$ cat config.mk
export PLATFORM = sky130hd
export DESIGN_NAME = regfile_ctrl_flat
export DESIGN_NICKNAME = d
export VERILOG_FILES = /design/src/rtl/regfile_pkg.sv /design/src/rtl/regfile_ctrl_if.sv /design/src/rtl/regfile_ctrl_rr_arb2.sv /design/src/rtl/regfile_ctrl.sv /design/src/flat_wrapper.sv
export SDC_FILE = /design/constraint.sdc
export NUM_CORES = 1
export LEC_CHECK = 0
export ABC_AREA = 1
export CAP_MARGIN = 40
export CELL_PAD_IN_SITES_DETAIL_PLACEMENT = 0
export CELL_PAD_IN_SITES_GLOBAL_PLACEMENT = 1
export CORE_MARGIN = 2
export CORE_UTILIZATION = 26
export CTS_CLUSTER_SIZE = 10
export DETAILED_ROUTE_END_ITERATION = 8
export GPL_ROUTABILITY_DRIVEN = 0
export GPL_TIMING_DRIVEN = 0
export PLACE_DENSITY_LB_ADDON = 0.25
export SLEW_MARGIN = 20
export SYNTH_ARGS = -nofsm -noshare
export SYNTH_HDL_FRONTEND = slang
export SYNTH_SLANG_ARGS = --single-unit
$ cat constraint.sdc
create_clock -name clk -period 4.55 [get_ports clk]
set_input_delay 0.91 -clock clk [delete_from_list [all_inputs] [get_ports clk]]
set_output_delay 0.91 -clock clk [all_outputs]
set_load 0.01 [all_outputs]
$ cat src/rtl/regfile_pkg.sv
// -----------------------------------------------------------------------------
// regfile_pkg
// Shared constants and types for the register-file write/stack controller.
//   DW / AW / PCW      : data, register-address and program-counter widths
//   STACK_BASE         : highest register index; the call stack grows down
//   STACK_DEPTH        : number of registers the stack may occupy
//   CW                 : width of the live-entry counter (holds 0..STACK_DEPTH)
//   IDLE/POP_RD/POP_RSP: pop state machine encodings
//   req_id_e           : which requester owns the write port this cycle
//   ret_addr()         : return address written by a call-stack push
// -----------------------------------------------------------------------------
package regfile_pkg;

    localparam int DW          = 32;
    localparam int AW          = 3;
    localparam int PCW         = 8;
    localparam int STACK_BASE  = 7;
    localparam int STACK_DEPTH = 4;
    localparam int CW          = $clog2(STACK_DEPTH + 1);

    // Pop sequencer states.
    localparam logic [1:0] IDLE    = 2'd0;
    localparam logic [1:0] POP_RD  = 2'd1;
    localparam logic [1:0] POP_RSP = 2'd2;

    // Write-port owner.
    typedef enum logic [1:0] {
        REQ_NONE = 2'd0,
        REQ_WB   = 2'd1,
        REQ_LD   = 2'd2,
        REQ_STK  = 2'd3
    } req_id_e;

    // A call pushes the address of the instruction after the call.
    // The increment wraps inside PCW bits before zero-extension.
    function automatic logic [DW-1:0] ret_addr(input logic [PCW-1:0] pc);
        logic [PCW-1:0] nxt;
        nxt = pc + PCW'(1);
        return {{(DW-PCW){1'b0}}, nxt};
    endfunction

endpackage

$ cat src/rtl/regfile_ctrl_if.sv
// -----------------------------------------------------------------------------
// regfile_ctrl_if
// Bundles every request/response and register-file signal of regfile_ctrl.
//   slave  modport : the controller's view (requests in, readies/rf bus out)
//   master modport : the surrounding pipeline + register file view
// Signals:
//   wb_*   ALU writeback request/accept, target address and data
//   ld_*   load-return request/accept, target address and data
//   push_req/pop_req/push_pc/stk_ready  call-stack requests and accept
//   pop_valid/pop_data                  popped return address
//   stk_overflow/stk_underflow          rejected push/pop pulses
//   rf_we/rf_ws/rf_wd                   register-file write port
//   rf_rs/rf_rd                         register-file read port (registered)
//   sp_out                              current stack pointer (next free slot)
// -----------------------------------------------------------------------------
interface regfile_ctrl_if;
    import regfile_pkg::*;

    logic           wb_valid;
    logic           wb_ready;
    logic [AW-1:0]  wb_addr;
    logic [DW-1:0]  wb_data;

    logic           ld_valid;
    logic           ld_ready;
    logic [AW-1:0]  ld_addr;
    logic [DW-1:0]  ld_data;

    logic           push_req;
    logic           pop_req;
    logic [PCW-1:0] push_pc;
    logic           stk_ready;
    logic           pop_valid;
    logic [PCW-1:0] pop_data;
    logic           stk_overflow;
    logic           stk_underflow;

    logic           rf_we;
    logic [AW-1:0]  rf_ws;
    logic [DW-1:0]  rf_wd;
    logic [AW-1:0]  rf_rs;
    logic [DW-1:0]  rf_rd;
    logic [AW-1:0]  sp_out;

    modport slave (
        input  wb_valid, wb_addr, wb_data,
        input  ld_valid, ld_addr, ld_data,
        input  push_req, pop_req, push_pc,
        input  rf_rd,
        output wb_ready, ld_ready, stk_ready,
        output pop_valid, pop_data, stk_overflow, stk_underflow,
        output rf_we, rf_ws, rf_wd, rf_rs, sp_out
    );

    modport master (
        output wb_valid, wb_addr, wb_data,
        output ld_valid, ld_addr, ld_data,
        output push_req, pop_req, push_pc,
        output rf_rd,
        input  wb_ready, ld_ready, stk_ready,
        input  pop_valid, pop_data, stk_overflow, stk_underflow,
        input  rf_we, rf_ws, rf_wd, rf_rs, sp_out
    );

endinterface

$ cat src/rtl/regfile_ctrl_rr_arb2.sv
// -----------------------------------------------------------------------------
// rr_arb2
// Two-way round-robin arbiter with a registered preference pointer.
//   clk, reset : clock and asynchronous active-low reset
//   en         : the shared resource is free this cycle
//   req_a/b    : requests (a = ALU writeback, b = load return)
//   gnt_a/b    : combinational one-hot-or-zero grants
// The pointer only moves when both request in a cycle the resource is free,
// so a lone requester never disturbs the fairness order.
// -----------------------------------------------------------------------------
module rr_arb2 (
    input  logic clk,
    input  logic reset,
    input  logic en,
    input  logic req_a,
    input  logic req_b,
    output logic gnt_a,
    output logic gnt_b
);

    logic prefer_b_reg;
    logic prefer_b_next;
    logic contend;

    assign contend = req_a & req_b;

    always_comb begin
        gnt_a         = 1'b0;
        gnt_b         = 1'b0;
        prefer_b_next = prefer_b_reg;
        if (en) begin
            if (contend) begin
                if (prefer_b_reg) begin
                    gnt_b = 1'b1;
                end else begin
                    gnt_a = 1'b1;
                end
                // Winner of this contention goes to the back of the line.
                prefer_b_next = ~prefer_b_reg;
            end else begin
                gnt_a = req_a;
                gnt_b = req_b;
            end
        end
    end

    always_ff @(posedge clk or negedge reset) begin
        if (!reset) begin
            prefer_b_reg <= 1'b0;
        end else begin
            prefer_b_reg <= prefer_b_next;
        end
    end

endmodule

$ cat src/rtl/regfile_ctrl.sv
// -----------------------------------------------------------------------------
// regfile_ctrl
// Write-port sequencer and call-stack owner for the 8x32 register file.
//   clk    : system clock
//   reset  : asynchronous active-low reset
//   bus    : regfile_ctrl_if.slave -- wb/ld write requests, call-stack
//            push/pop, and the register-file write/read ports
// Write port: a writing push wins outright; wb and ld share what is left
// through rr_arb2. The winner is registered and presented on rf_we/ws/wd
// one cycle after acceptance.
// Stack: sp points at the next free slot and moves down from STACK_BASE.
// A pop reads through the registered read port: accept (sp++, rf_rs = new sp),
// POP_RD (register file samples rf_rs), POP_RSP (rf_rd is returned).
// -----------------------------------------------------------------------------
module regfile_ctrl (
    input  logic           clk,
    input  logic           reset,
    regfile_ctrl_if.slave  bus
);
    import regfile_pkg::*;

    logic [1:0]    state_reg, state_next;
    logic [AW-1:0] sp_reg,    sp_next;
    logic [CW-1:0] count_reg, count_next;
    logic [AW-1:0] rs_reg,    rs_next;
    logic          we_reg,    we_next;
    logic [AW-1:0] ws_reg,    ws_next;
    logic [DW-1:0] wd_reg,    wd_next;
    logic          ovf_reg,   ovf_next;
    logic          unf_reg,   unf_next;

    logic          stk_idle;
    logic          stk_full;
    logic          stk_empty;
    logic          push_acc;
    logic          pop_acc;
    logic          push_wr;
    logic          pop_go;
    logic          wb_gnt;
    logic          ld_gnt;
    req_id_e       wsrc;
    logic          unused_rd_hi;

    assign stk_idle  = (state_reg == IDLE);
    assign stk_full  = (count_reg == CW'(STACK_DEPTH));
    assign stk_empty = (count_reg == '0);

    // Stack requests are only taken in IDLE; push beats a simultaneous pop,
    // which simply stays pending. Rejected (full/empty) requests are still
    // consumed so the requester can move on.
    assign push_acc = stk_idle & bus.push_req;
    assign pop_acc  = stk_idle & bus.pop_req & ~bus.push_req;
    assign push_wr  = push_acc & ~stk_full;
    assign pop_go   = pop_acc & ~stk_empty;

    // A full-stack push writes nothing, so it does not steal the port.
    rr_arb2 u_arb (
        .clk   (clk),
        .reset (reset),
        .en    (~push_wr),
        .req_a (bus.wb_valid),
        .req_b (bus.ld_valid),
        .gnt_a (wb_gnt),
        .gnt_b (ld_gnt)
    );

    assign bus.wb_ready  = wb_gnt;
    assign bus.ld_ready  = ld_gnt;
    assign bus.stk_ready = push_acc | pop_acc;

    // ------------------------------------------------------------------
    // Write-port owner and next write
    // ------------------------------------------------------------------
    always_comb begin
        wsrc = REQ_NONE;
        if (push_wr) begin
            wsrc = REQ_STK;
        end else if (wb_gnt) begin
            wsrc = REQ_WB;
        end else if (ld_gnt) begin
            wsrc = REQ_LD;
        end
    end

    always_comb begin
        we_next = 1'b0;
        ws_next = ws_reg;
        wd_next = wd_reg;
        case (wsrc)
            REQ_STK: begin
                we_next = 1'b1;
                ws_next = sp_reg;
                wd_next = ret_addr(bus.push_pc);
            end
            REQ_WB: begin
                we_next = 1'b1;
                ws_next = bus.wb_addr;
                wd_next = bus.wb_data;
            end
            REQ_LD: begin
                we_next = 1'b1;
                ws_next = bus.ld_addr;
                wd_next = bus.ld_data;
            end
            default: begin
                we_next = 1'b0;
            end
        endcase
    end

    // ------------------------------------------------------------------
    // Stack pointer, depth and pop sequencer
    // ------------------------------------------------------------------
    always_comb begin
        state_next = state_reg;
        sp_next    = sp_reg;
        count_next = count_reg;
        rs_next    = rs_reg;
        ovf_next   = push_acc & stk_full;
        unf_next   = pop_acc & stk_empty;
        case (state_reg)
            IDLE: begin
                if (push_wr) begin
                    sp_next    = sp_reg - AW'(1);
                    count_next = count_reg + CW'(1);
                end else if (pop_go) begin
                    // The entry just below the free slot is the top of stack.
                    sp_next    = sp_reg + AW'(1);
                    count_next = count_reg - CW'(1);
                    rs_next    = sp_reg + AW'(1);
                    state_next = POP_RD;
                end
            end
            POP_RD: begin
                state_next = POP_RSP;
            end
            POP_RSP: begin
                state_next = IDLE;
            end
            default: begin
                state_next = IDLE;
            end
        endcase
    end

    always_ff @(posedge clk or negedge reset) begin
        if (!reset) begin
            state_reg <= IDLE;
            sp_reg    <= AW'(STACK_BASE);
            count_reg <= '0;
            rs_reg    <= '0;
            we_reg    <= 1'b0;
            ws_reg    <= '0;
            wd_reg    <= '0;
            ovf_reg   <= 1'b0;
            unf_reg   <= 1'b0;
        end else begin
            state_reg <= state_next;
            sp_reg    <= sp_next;
            count_reg <= count_next;
            rs_reg    <= rs_next;
            we_reg    <= we_next;
            ws_reg    <= ws_next;
            wd_reg    <= wd_next;
            ovf_reg   <= ovf_next;
            unf_reg   <= unf_next;
        end
    end

    // ------------------------------------------------------------------
    // Outputs
    // ------------------------------------------------------------------
    assign bus.rf_we         = we_reg;
    assign bus.rf_ws         = ws_reg;
    assign bus.rf_wd         = wd_reg;
    assign bus.rf_rs         = rs_reg;
    assign bus.sp_out        = sp_reg;
    assign bus.stk_overflow  = ovf_reg;
    assign bus.stk_underflow = unf_reg;

    // Read data lands during POP_RSP; it is masked elsewhere so pop_data
    // stays zero outside the response cycle.
    assign bus.pop_valid = (state_reg == POP_RSP);
    assign bus.pop_data  = (state_reg == POP_RSP) ? bus.rf_rd[PCW-1:0] : '0;

    // Only the low PCW bits of a stack entry carry the return address.
    assign unused_rd_hi = ^bus.rf_rd[DW-1:PCW];

endmodule

$ cat src/flat_wrapper.sv
// flat-port wrapper written by rule: the top's interface ports become plain ports
module regfile_ctrl_flat import regfile_pkg::*;
  (clk, reset, bus_wb_valid, bus_wb_addr, bus_wb_data, bus_ld_valid, bus_ld_addr, bus_ld_data, bus_push_req, bus_pop_req, bus_push_pc, bus_rf_rd, bus_wb_ready, bus_ld_ready, bus_stk_ready, bus_pop_valid, bus_pop_data, bus_stk_overflow, bus_stk_underflow, bus_rf_we, bus_rf_ws, bus_rf_wd, bus_rf_rs, bus_sp_out);
  regfile_ctrl_if bus_i ();
  input  logic clk;
  input  logic reset;
  input wire logic [$bits(bus_i.wb_valid)-1:0] bus_wb_valid;
  input wire logic [$bits(bus_i.wb_addr)-1:0] bus_wb_addr;
  input wire logic [$bits(bus_i.wb_data)-1:0] bus_wb_data;
  input wire logic [$bits(bus_i.ld_valid)-1:0] bus_ld_valid;
  input wire logic [$bits(bus_i.ld_addr)-1:0] bus_ld_addr;
  input wire logic [$bits(bus_i.ld_data)-1:0] bus_ld_data;
  input wire logic [$bits(bus_i.push_req)-1:0] bus_push_req;
  input wire logic [$bits(bus_i.pop_req)-1:0] bus_pop_req;
  input wire logic [$bits(bus_i.push_pc)-1:0] bus_push_pc;
  input wire logic [$bits(bus_i.rf_rd)-1:0] bus_rf_rd;
  output wire logic [$bits(bus_i.wb_ready)-1:0] bus_wb_ready;
  output wire logic [$bits(bus_i.ld_ready)-1:0] bus_ld_ready;
  output wire logic [$bits(bus_i.stk_ready)-1:0] bus_stk_ready;
  output wire logic [$bits(bus_i.pop_valid)-1:0] bus_pop_valid;
  output wire logic [$bits(bus_i.pop_data)-1:0] bus_pop_data;
  output wire logic [$bits(bus_i.stk_overflow)-1:0] bus_stk_overflow;
  output wire logic [$bits(bus_i.stk_underflow)-1:0] bus_stk_underflow;
  output wire logic [$bits(bus_i.rf_we)-1:0] bus_rf_we;
  output wire logic [$bits(bus_i.rf_ws)-1:0] bus_rf_ws;
  output wire logic [$bits(bus_i.rf_wd)-1:0] bus_rf_wd;
  output wire logic [$bits(bus_i.rf_rs)-1:0] bus_rf_rs;
  output wire logic [$bits(bus_i.sp_out)-1:0] bus_sp_out;
  assign bus_i.wb_valid = bus_wb_valid;
  assign bus_i.wb_addr = bus_wb_addr;
  assign bus_i.wb_data = bus_wb_data;
  assign bus_i.ld_valid = bus_ld_valid;
  assign bus_i.ld_addr = bus_ld_addr;
  assign bus_i.ld_data = bus_ld_data;
  assign bus_i.push_req = bus_push_req;
  assign bus_i.pop_req = bus_pop_req;
  assign bus_i.push_pc = bus_push_pc;
  assign bus_i.rf_rd = bus_rf_rd;
  assign bus_wb_ready = bus_i.wb_ready;
  assign bus_ld_ready = bus_i.ld_ready;
  assign bus_stk_ready = bus_i.stk_ready;
  assign bus_pop_valid = bus_i.pop_valid;
  assign bus_pop_data = bus_i.pop_data;
  assign bus_stk_overflow = bus_i.stk_overflow;
  assign bus_stk_underflow = bus_i.stk_underflow;
  assign bus_rf_we = bus_i.rf_we;
  assign bus_rf_ws = bus_i.rf_ws;
  assign bus_rf_wd = bus_i.rf_wd;
  assign bus_rf_rs = bus_i.rf_rs;
  assign bus_sp_out = bus_i.sp_out;
  regfile_ctrl u_core (.clk(clk), .reset(reset), .bus(bus_i));
endmodule
==> flow_summary.toml, run 1 <==
[power_and_ir_drop]
ir_drop_v = 0.0002208
total_power_uw = 1896
powerDensity_nw_per_um2 = 433.3
p_leak_uw = 0.002038

[global_route]
antenna_found_initial = 0
grt_pass1_wl_mm = 13.77
grt_max_degree = 51
grt_usage_pct = 15.31
grt-ovfl-total = 0
grt_pass1_vias = 2742

[synth]
synthAdderAreaFrac_pct = 2.175
synth_top_flop_cell = "dfrtp_1"
synthesis.area_sq_um = 2646
yosys_warnings = 0
synth.avg_cell_area_sq_um = 7.626
synth_compound_area_share_pct = 2.459
synthSimpleGateAreaFrac_pct = 37.87
synthDistinctLibCells = 27
ys_seq_elements = 50
synth-edff-count = 0
syn_nets = 467
synth_top_family_by_area = "simple AND/OR/NAND/NOR gates"
async_reset_ff_share_pct = 100.0
synthMuxAreaShare_pct = 0
synth-xor-area-share_pct = 1.986
syn_inst = 347
yosysSeqAreaShare_pct = 47.42

[setup_path]
cpMostUsedCell = "clkdlybuf4s50_1"
end_kind = "primary output"
cp_data_arrival_time_ns = 2.73
crit_chain = "clkdlybuf4s50_1, a21boi_1, inv_1, nor2_4, buf_4, clkdlybuf4s50_1"
critical_path.max_stage_delay_ns = 0.56
start_kind = "primary input"
cpMaxStageDelayCell = "clkdlybuf4s50_1"
critical_path_class = "in2out"
critPathMaxFanout = 10
worstPathRequired_ns = 3.64
r2r_start = "u_core.state_reg[0]"
setup.worst_path.start = "bus_ld_valid"

[floorplanning]
die_w_um = 104.9
dieArea_sq_um = 11000
fp-row-count = 36
start_util_pct = 26.95
dieHeight_um = 104.9
io-pin-count = 172
core_sq_um = 9819

[sta]
worst_slew_pin_slew_ns = 0.6606
setup_viol = 0
max_freq_mhz = 274.4
fin_tns_setup_ns = 0
final_max_slew_viol_count = 0
skew_ns = 0.008142
finalHoldViolations = 0
min_period_over_period_pct = 80.10
rsz0062_at_grt = "no"
post-route-min-period_ns = 3.645
max_slew_margin_pct = 55.96

[drt]
wl_met1_mm = 3.905
vias = 2783
drt_iter0_drc = 106
highest_layer = "met4"
wl_mm = 8.367
wl_per_cell_um = 13.18
ant_nets = 0
wl_met3_um = 622
drtPass1Iterations = 4
viasPerCell = 4.383
drcViolationCount = 0
route.met2.wl_mm = 3.735

[cts]
cts_buffer_depth = 2
cts_max_level = 2
cts_resized = 0
cts_setup_buffers = 0
cts_sinks = 50
cts_tree = "built"
clk_pin_slew_ns = 0.09
clkLatencyLatePin_ns = 0.30
numCtsBuffers = 5
ctsHoldBuffers = 0
cts_root_buffer = "clkbuf_8"

[final_layout]
drive_above_1_share_pct = 7.769
layout.nets = 621
largest_register_ffs = 32
antenna_cells = 0
final_common_cell = "clkdlybuf4s50_1"
final_cell_mix = "146 x clkdlybuf4s50_1, 138 x nand2_1, 63 x nand3_1"
utilization_pct = 44.57
synthToLayoutAreaGrowth_pct = 65.39

[min_path]
hp-class = "reg2reg"
min_from = "u_core.state_reg[1]"

[place]
dp_hpwl_mm = 6.494
port_buffers = 147

[job]
cap_violations = 0

[status]
status = "finished, final reports clean"
power by group:
group / internal (uW) / switching [uW] / total [uW]
Combinational: 479 / 439 / 918
Sequential: 603 / 100 / 703
Clock: 123 / 153 / 275
Total: 1200 / 692 / 1900
synthesized netlist by cell type, types with 3 or more instances:
| master | instances | area share [%] |
|---|---|---|
| buf_6 | 6 | 2.6 |
| nand2_1 | 138 | 20 |
| o21ai_0 | 5 | 0.95 |
| inv_2 | 5 | 0.71 |
| nand3_1 | 63 | 12 |
| dfstp_2 | 3 | 3.0 |
| nor2_1 | 24 | 3.4 |
| dfrtp_1 | 47 | 44 |
| buf_2 | 6 | 1.1 |
| xor2_1 | 5 | 1.7 |
| ha_1 | 3 | 1.4 |
| inv_1 | 22 | 3.1 |
layer usage:
layer / vias up / track usage [%]
li1: 1400 / -
met1: 1259 / 20.69
met3: 9 / 3.930
met5: - / 0
met4: 0 / 3.429
met2: 115 / 24.63
worst max-delay path, delay by kind of cell:
family	cells	cell delay, ns
buffers and inverters	4	1.39
AOI/OAI and AO/OA	1	0.21
and+or+nand+nor	1	0.23
metrics by stage:
| step | instances | hold WS (ns) | setup WS, ns | instance area [sq um] |
|---|---|---|---|---|
| 6_report | 635 | 0.4674 | 0.9055 | 4377 |
| 5_1_grt | 635 | 0.5066 | 0.7624 | 4377 |
| 4_1_cts | 635 | 0.4692 | 0.8873 | 4377 |
| 3_5_place_dp | 627 | 0.4569 | 0.8860 | 4282 |
| 3_3_place_gp | 627 | 0.4519 | 0.8927 | 4284 |
| 2_1_floorplan | 347 | 0.4411 | 2.118 | 2646 |
final cells by class:
| cell class | instances | area, sq um |
|---|---|---|
| multi-input combinational | 256 | 1177 |
| timing repair buffer | 147 | 1469 |
| inverter | 27 | 101.3 |
| fill | 1051 | 5443 |
| clock inverter | 2 | 12.51 |
| sequential | 50 | 1255 |
| clock buffer | 6 | 82.58 |
| buffer | 14 | 112.6 |
| tap | 133 | 166.4 |
cell families (layout without fill, tap and decap cells):
kind of cell,count (synthesis),count (layout)
AND/OR/NAND/NOR,235,235
flip-flops,50,50
buffers and inverters,41,196
AO/OA/AOI/OAI,11,11
XOR/XNOR,6,6
adder cells (fa/ha/maj),4,4
path summary, 6_finish.rpt:
path	slack [ns]	to	depth (start not counted)
hold / removal	0.47	u_core.state_reg[1]	1
hold reg to reg	0.47	u_core.state_reg[1]	1
min in group asynchronous	0.63	u_core.bus.rf_wd[25]	1
setup / recovery	0.91	bus_ld_ready	6
max in group asynchronous	3.47	u_core.count_reg[0]	1
setup reg to reg	2.71	u_core.count_reg[2]	11
No activity file was read; power rests on OpenSTA's default activity.
==> run 2, diff against run 1 <==
CORE_UTILIZATION = 22   (was 26)
clock period = 3 ns   (was 4.55 ns; I/O delays follow)
==> run 2 against run 1 <==
Net effect:
- clock-buffer cell count rose by 1
- first-iteration DRC count is 14% lower
- routed wire length up 4.9%
- combinational power increased by 54%
- non-clock buffer count increased by 1
- sequential power rose by 52%
- critical path depth up 2
- cell area up 1.9%
- power is 62% higher
- global-route usage is 1.6 points lower
- critical endpoint is now bus_wb_ready
==> flow_summary.toml, run 2 (synthesis gave the netlist of run 1 again) <==
[final_layout]
layout.nets = 622
largest_register_ffs = 32
antenna_cells = 0
final_cell_mix = "146 x clkdlybuf4s50_1, 138 x nand2_1, 63 x nand3_1"
multi_input_area_sq_um = 1181
seqCellArea_sq_um = 1255
final_common_cell = "clkdlybuf4s50_1"
num-fill-cells = 1258
utilization_pct = 37.58
drive_above_1_share_pct = 7.952
final_area_sq_um = 4458
synthToLayoutAreaGrowth_pct = 68.46

[cts]
numCtsBuffers = 5
cts_tree = "built"
cts_sinks = 50
cts_root_buffer = "clkbuf_16"
cts_max_level = 2
cts_buffer_depth = 2
ctsHoldBuffers = 0
clk_pin_slew_ns = 0.06
clkLatencyLatePin_ns = 0.29

[power_and_ir_drop]
powerDensity_nw_per_um2 = 688.1
p_leak_uw = 0.002071
ir_drop_v = 0.0002691
total_power_uw = 3067

[setup_path]
cpMaxStageDelayCell = "clkdlybuf4s50_1"
critical_path.max_stage_delay_ns = 0.50
worstPathRequired_ns = 2.40
end_kind = "primary output"
crit_chain = "clkdlybuf4s50_1, inv_2, nor2_2, nand2_2, and2_1, buf_6, buf_6, clkdlybuf4s50_1"
start_kind = "primary input"
cp_data_arrival_time_ns = 2.29
cp_top_family = "buffers and inverters"
critical_path_class = "in2out"
critPathMaxFanout = 10
cp_num_buf_inv = 5

[status]
status = "finished, final reports clean"

[floorplanning]
io-pin-count = 172
start_util_pct = 22.31
fp-row-count = 40
dieArea_sq_um = 12920
die_w_um = 113.7
core_sq_um = 11860
dieHeight_um = 113.7

[drt]
highest_layer = "met4"
wl_met3_um = 636
wl_mm = 8.776
drcViolationCount = 0
drt_iter0_drc = 91
drtPass1Iterations = 4
wl_per_cell_um = 13.50
wl_met1_mm = 4.234
vias = 2789
viasPerCell = 4.291
route.met2.wl_mm = 3.756
ant_nets = 0

[global_route]
grt_usage_pct = 13.67
antenna_found_initial = 0
grt_max_degree = 51
grt_pass1_vias = 2704
grt-ovfl-total = 0
grt_pass1_wl_mm = 13.98

[sta]
skew_ns = 0.005568
setup_viol = 0
post-route-min-period_ns = 2.888
max_freq_mhz = 346.2
worst_slew_pin_slew_ns = 0.6690
rsz0062_at_grt = "no"
finalHoldViolations = 0
final_max_slew_viol_count = 0
max_slew_margin_pct = 55.40
min_period_over_period_pct = 96.28

[place]
dpl_cell_area_sq_um = 4299
port_buffers = 147
dp_hpwl_mm = 6.585

[min_path]
hp-class = "in2async"

[job]
cap_violations = 0
run 2: cell count changes in the layout (fill, tap and decap cells not counted):
| cell | change |
|---|---|
| buf_4 | +1 |
| clkbuf_16 | +5 |
| a21boi_1 | -1 |
| clkbuf_8 | -5 |
| clkbuf_1 | +1 |
| clkinvlp_4 | -1 |
| a21boi_2 | +1 |
run 2: area by class of cell:
| cell class | instances | area share [%] |
|---|---|---|
| timing repair buffer | 148 | 33.12 |
| buffer | 14 | 2.526 |
| sequential | 50 | 28.15 |
| inverter | 27 | 2.273 |
| multi-input combinational | 256 | 26.49 |
| tap | 147 | 4.126 |
| clock inverter | 1 | 0.1123 |
| clock buffer | 7 | 3.200 |
run 2: worst reg2reg max path, delay by kind of cell (launching register included):
kind / cells / cell delay, ns
and+or+nand+nor: 5 / 0.45
DFF: 1 / 0.42
adders and majority gates: 1 / 0.42
buffers and inverters: 3 / 0.39
AOI/OAI and AO/OA: 1 / 0.09
run 2: what timing repair did:
| action | CTS | global route |
|---|---|---|
| resized for setup | 0 | 1 |
| pin swaps | 1 | 0 |
| buffers inserted | 1 | 0 |
| setup endpoints to repair | 1 | 1 |
run 2: path summary, 6_finish.rpt:
path / from / to / slack [ns] / cells after the start
max: bus_push_req / bus_wb_ready / 0.11 / 8
min: reset / u_core.bus.rf_wd[21] / 0.34 / 1
max reg2reg: u_core.count_reg[0] / u_core.count_reg[2] / 1.13 / 10
min reg2reg: u_core.state_reg[1] / u_core.state_reg[1] / 0.48 / 1
max in group asynchronous: reset / u_core.state_reg[1] / 2.22 / 1
min in group clk: u_core.state_reg[1] / u_core.state_reg[1] / 0.48 / 1
run 2: layer usage:
| metal | track usage (%) | vias to the layer above |
|---|---|---|
| met1 | 18.97 | 1265 |
| met4 | 3.984 | 0 |
| li1 | - | 1404 |
| met3 | 3.294 | 9 |
| met2 | 21.24 | 111 |
| met5 | 0 | - |
run 2: metrics by stage:
stage | setup WS (ns) | hold WS (ns) | setup TNS [ns] | instances
after global routing | 0.03165 | 0.4073 | 0 | 650
after floorplan | 1.159 | 0.3044 | 0 | 347
after detailed placement | -0.04325 | 0.4684 | -0.04325 | 641
after CTS | 0.04764 | 0.3749 | 0 | 650
after global placement | -0.3429 | 0.4525 | -15.95 | 641
final | 0.1115 | 0.3421 | 0 | 650
run 2: report_power, final:
part	switching (uW)	internal, uW
Sequential	154	915
Combinational	674	732
Clock	259	332
Total	1090	1980
==> run 3, diff against run 2 <==
CTS_CLUSTER_DIAMETER = 80   (was default)
SETUP_SLACK_MARGIN = 0.4   (was default)
==> run 3 against run 2 <==
Net effect:
- final cell count is 0.31% higher
- largest power group unchanged
- highest routed layer unchanged
- register-to-register slack worse by 0.10 ns
- fmax is 20% higher
- clock power hardly changed
- worst setup slack better by 0.47 ns
- die area stayed put
- sequential cell count stayed put
==> flow_summary.toml, run 3 (synthesis gave the netlist of run 1 again) <==
[final_layout]
synthToLayoutAreaGrowth_pct = 69.31
num-fill-cells = 1255
drive_above_1_share_pct = 8.713
multi_input_area_sq_um = 1185
final_cell_mix = "141 x clkdlybuf4s50_1, 138 x nand2_1, 63 x nand3_1"
final_common_cell = "clkdlybuf4s50_1"
instances_no_fill = 652
final_area_sq_um = 4481
seqCellArea_sq_um = 1255
layout.nets = 624
largest_register_ffs = 32
antenna_cells = 0

[place]
post-place-ws_ns = -0.04325
dp_hpwl_mm = 6.585
port_buffers = 147
dp.cells = 641
dpl_cell_area_sq_um = 4299

[setup_path]
cpMaxStageDelayCell = "clkdlybuf4s50_1"
cp_num_buf_inv = 2
critical_path.max_stage_delay_ns = 0.53
rrSetupSlack_ns = 1.03
end_kind = "primary output"
setup.worst_path.start = "bus_pop_req"
worstPathRequired_ns = 2.40
start_kind = "primary input"
critical_path_class = "in2out"
cp_top_family = "buffers and inverters"
cp-endpoint = "bus_stk_ready"
r2r_start = "u_core.count_reg[0]"
critPathMaxFanout = 2
cpMostUsedCell = "clkdlybuf4s50_1"
cp_data_arrival_time_ns = 1.81
crit_chain = "clkdlybuf4s50_1, nand3_1, nand2_1, clkdlybuf4s50_1"
r2r_end = "u_core.count_reg[2]"
cp.depth = 4
rr_worst_depth = 11

[cts]
ctsHoldBuffers = 0
cts_max_level = 2
clk_pin_slew_ns = 0.06
cts_sinks = 50
cts_tree = "built"
cts_root_buffer = "clkbuf_16"
numCtsBuffers = 5
cts_buffer_depth = 2
clkLatencyLatePin_ns = 0.29

[drt]
route.met2.wl_mm = 3.761
wl_met1_mm = 4.234
wl_met3_um = 641
drtPass1Iterations = 7
viasPerCell = 4.299
drcViolationCount = 0
ant_nets = 0
vias = 2803
wl_mm = 8.787
highest_layer = "met4"
wl_per_cell_um = 13.48
drt_iter0_drc = 101

[floorplanning]
fp-row-count = 40
dieArea_sq_um = 12920
start_util_pct = 22.31
io-pin-count = 172
die_w_um = 113.7
dieHeight_um = 113.7
core_sq_um = 11860

[sta]
final_max_slew_viol_count = 0
layout_setup_ws_ns = 0.5856
setup_viol = 0
min_period_over_period_pct = 80.48
max_slew_margin_pct = 55.43
whs_ns = 0.3419
fin_tns_setup_ns = 0
finalHoldViolations = 0
max_freq_mhz = 414.2
post-route-min-period_ns = 2.414
worst_slew_pin_slew_ns = 0.6685
rsz0062_at_grt = "no"
skew_ns = 0.005572

[global_route]
grt_pass1_vias = 2704
grt_pass1_wl_mm = 13.98
grt_usage_pct = 13.67
antenna_found_initial = 0
grt-ovfl-total = 0
grt_max_degree = 51

[power_and_ir_drop]
p_leak_uw = 0.002097
ir_drop_v = 0.0002692
powerDensity_nw_per_um2 = 687.4

[status]
status = "finished, final reports clean"

[min_path]
hp-class = "in2async"

[job]
cap_violations = 0
==> run 3: stage by stage <==
step | total power, uW | utilization, %
global placement | 2482 | 36.27
detailed placement | 2506 | 36.24
global route | 3319 | 37.77
floorplan | 1739 | -
finish | 3080 | 37.77
CTS | 3136 | 37.75
==> run 3: cell type report <==
| type | instances | share of cell area, % |
|---|---|---|
| Buffer | 14 | 2.597 |
| Clock buffer | 7 | 3.183 |
| Clock inverter | 1 | 0.1117 |
| Inverter | 27 | 2.262 |
| Multi-Input combinational cell | 256 | 26.45 |
| Sequential cell | 50 | 28.01 |
| Tap cell | 147 | 4.105 |
| Timing Repair Buffer | 150 | 33.29 |
==> run 3: timing repair <==
item,CTS,global route
gates resized for setup,9,1
pin swaps,1,0
endpoints found under the setup margin,2,1
cloned,0,0
buffers inserted,3,0
==> run 3: how the worst min path moves through the flow <==
| stage | slack [ns] | endpoint | depth (start not counted) | start |
|---|---|---|---|---|
| after floorplan | 0.30 | u_core.bus.rf_rs[0] | 0 | reset |
| after global placement | 0.45 | u_core.state_reg[1] | 1 | u_core.state_reg[1] |
| after detailed placement | 0.47 | u_core.bus.rf_rs[2] | 2 | u_core.bus.rf_rs[2] |
| after CTS | 0.37 | u_core.bus.rf_wd[21] | 1 | reset |
| after global routing | 0.41 | u_core.bus.rf_wd[21] | 1 | reset |
| final | 0.34 | u_core.bus.rf_wd[21] | 1 | reset |
==> run 3: report_power, final <==
part | internal, uW | total (uW) | switching (uW)
clock network | 332 | 591 | 259
registers | 915 | 1070 | 155
logic | 741 | 1420 | 678
total | 1990 | 3080 | 1090
==> run 3: per-layer routing <==
metal / vias to the layer above / global-route usage [%]
li1: 1408 / -
met1: 1273 / 18.97
met2: 113 / 21.24
met3: 9 / 3.294
met4: 0 / 3.984
met5: - / 0
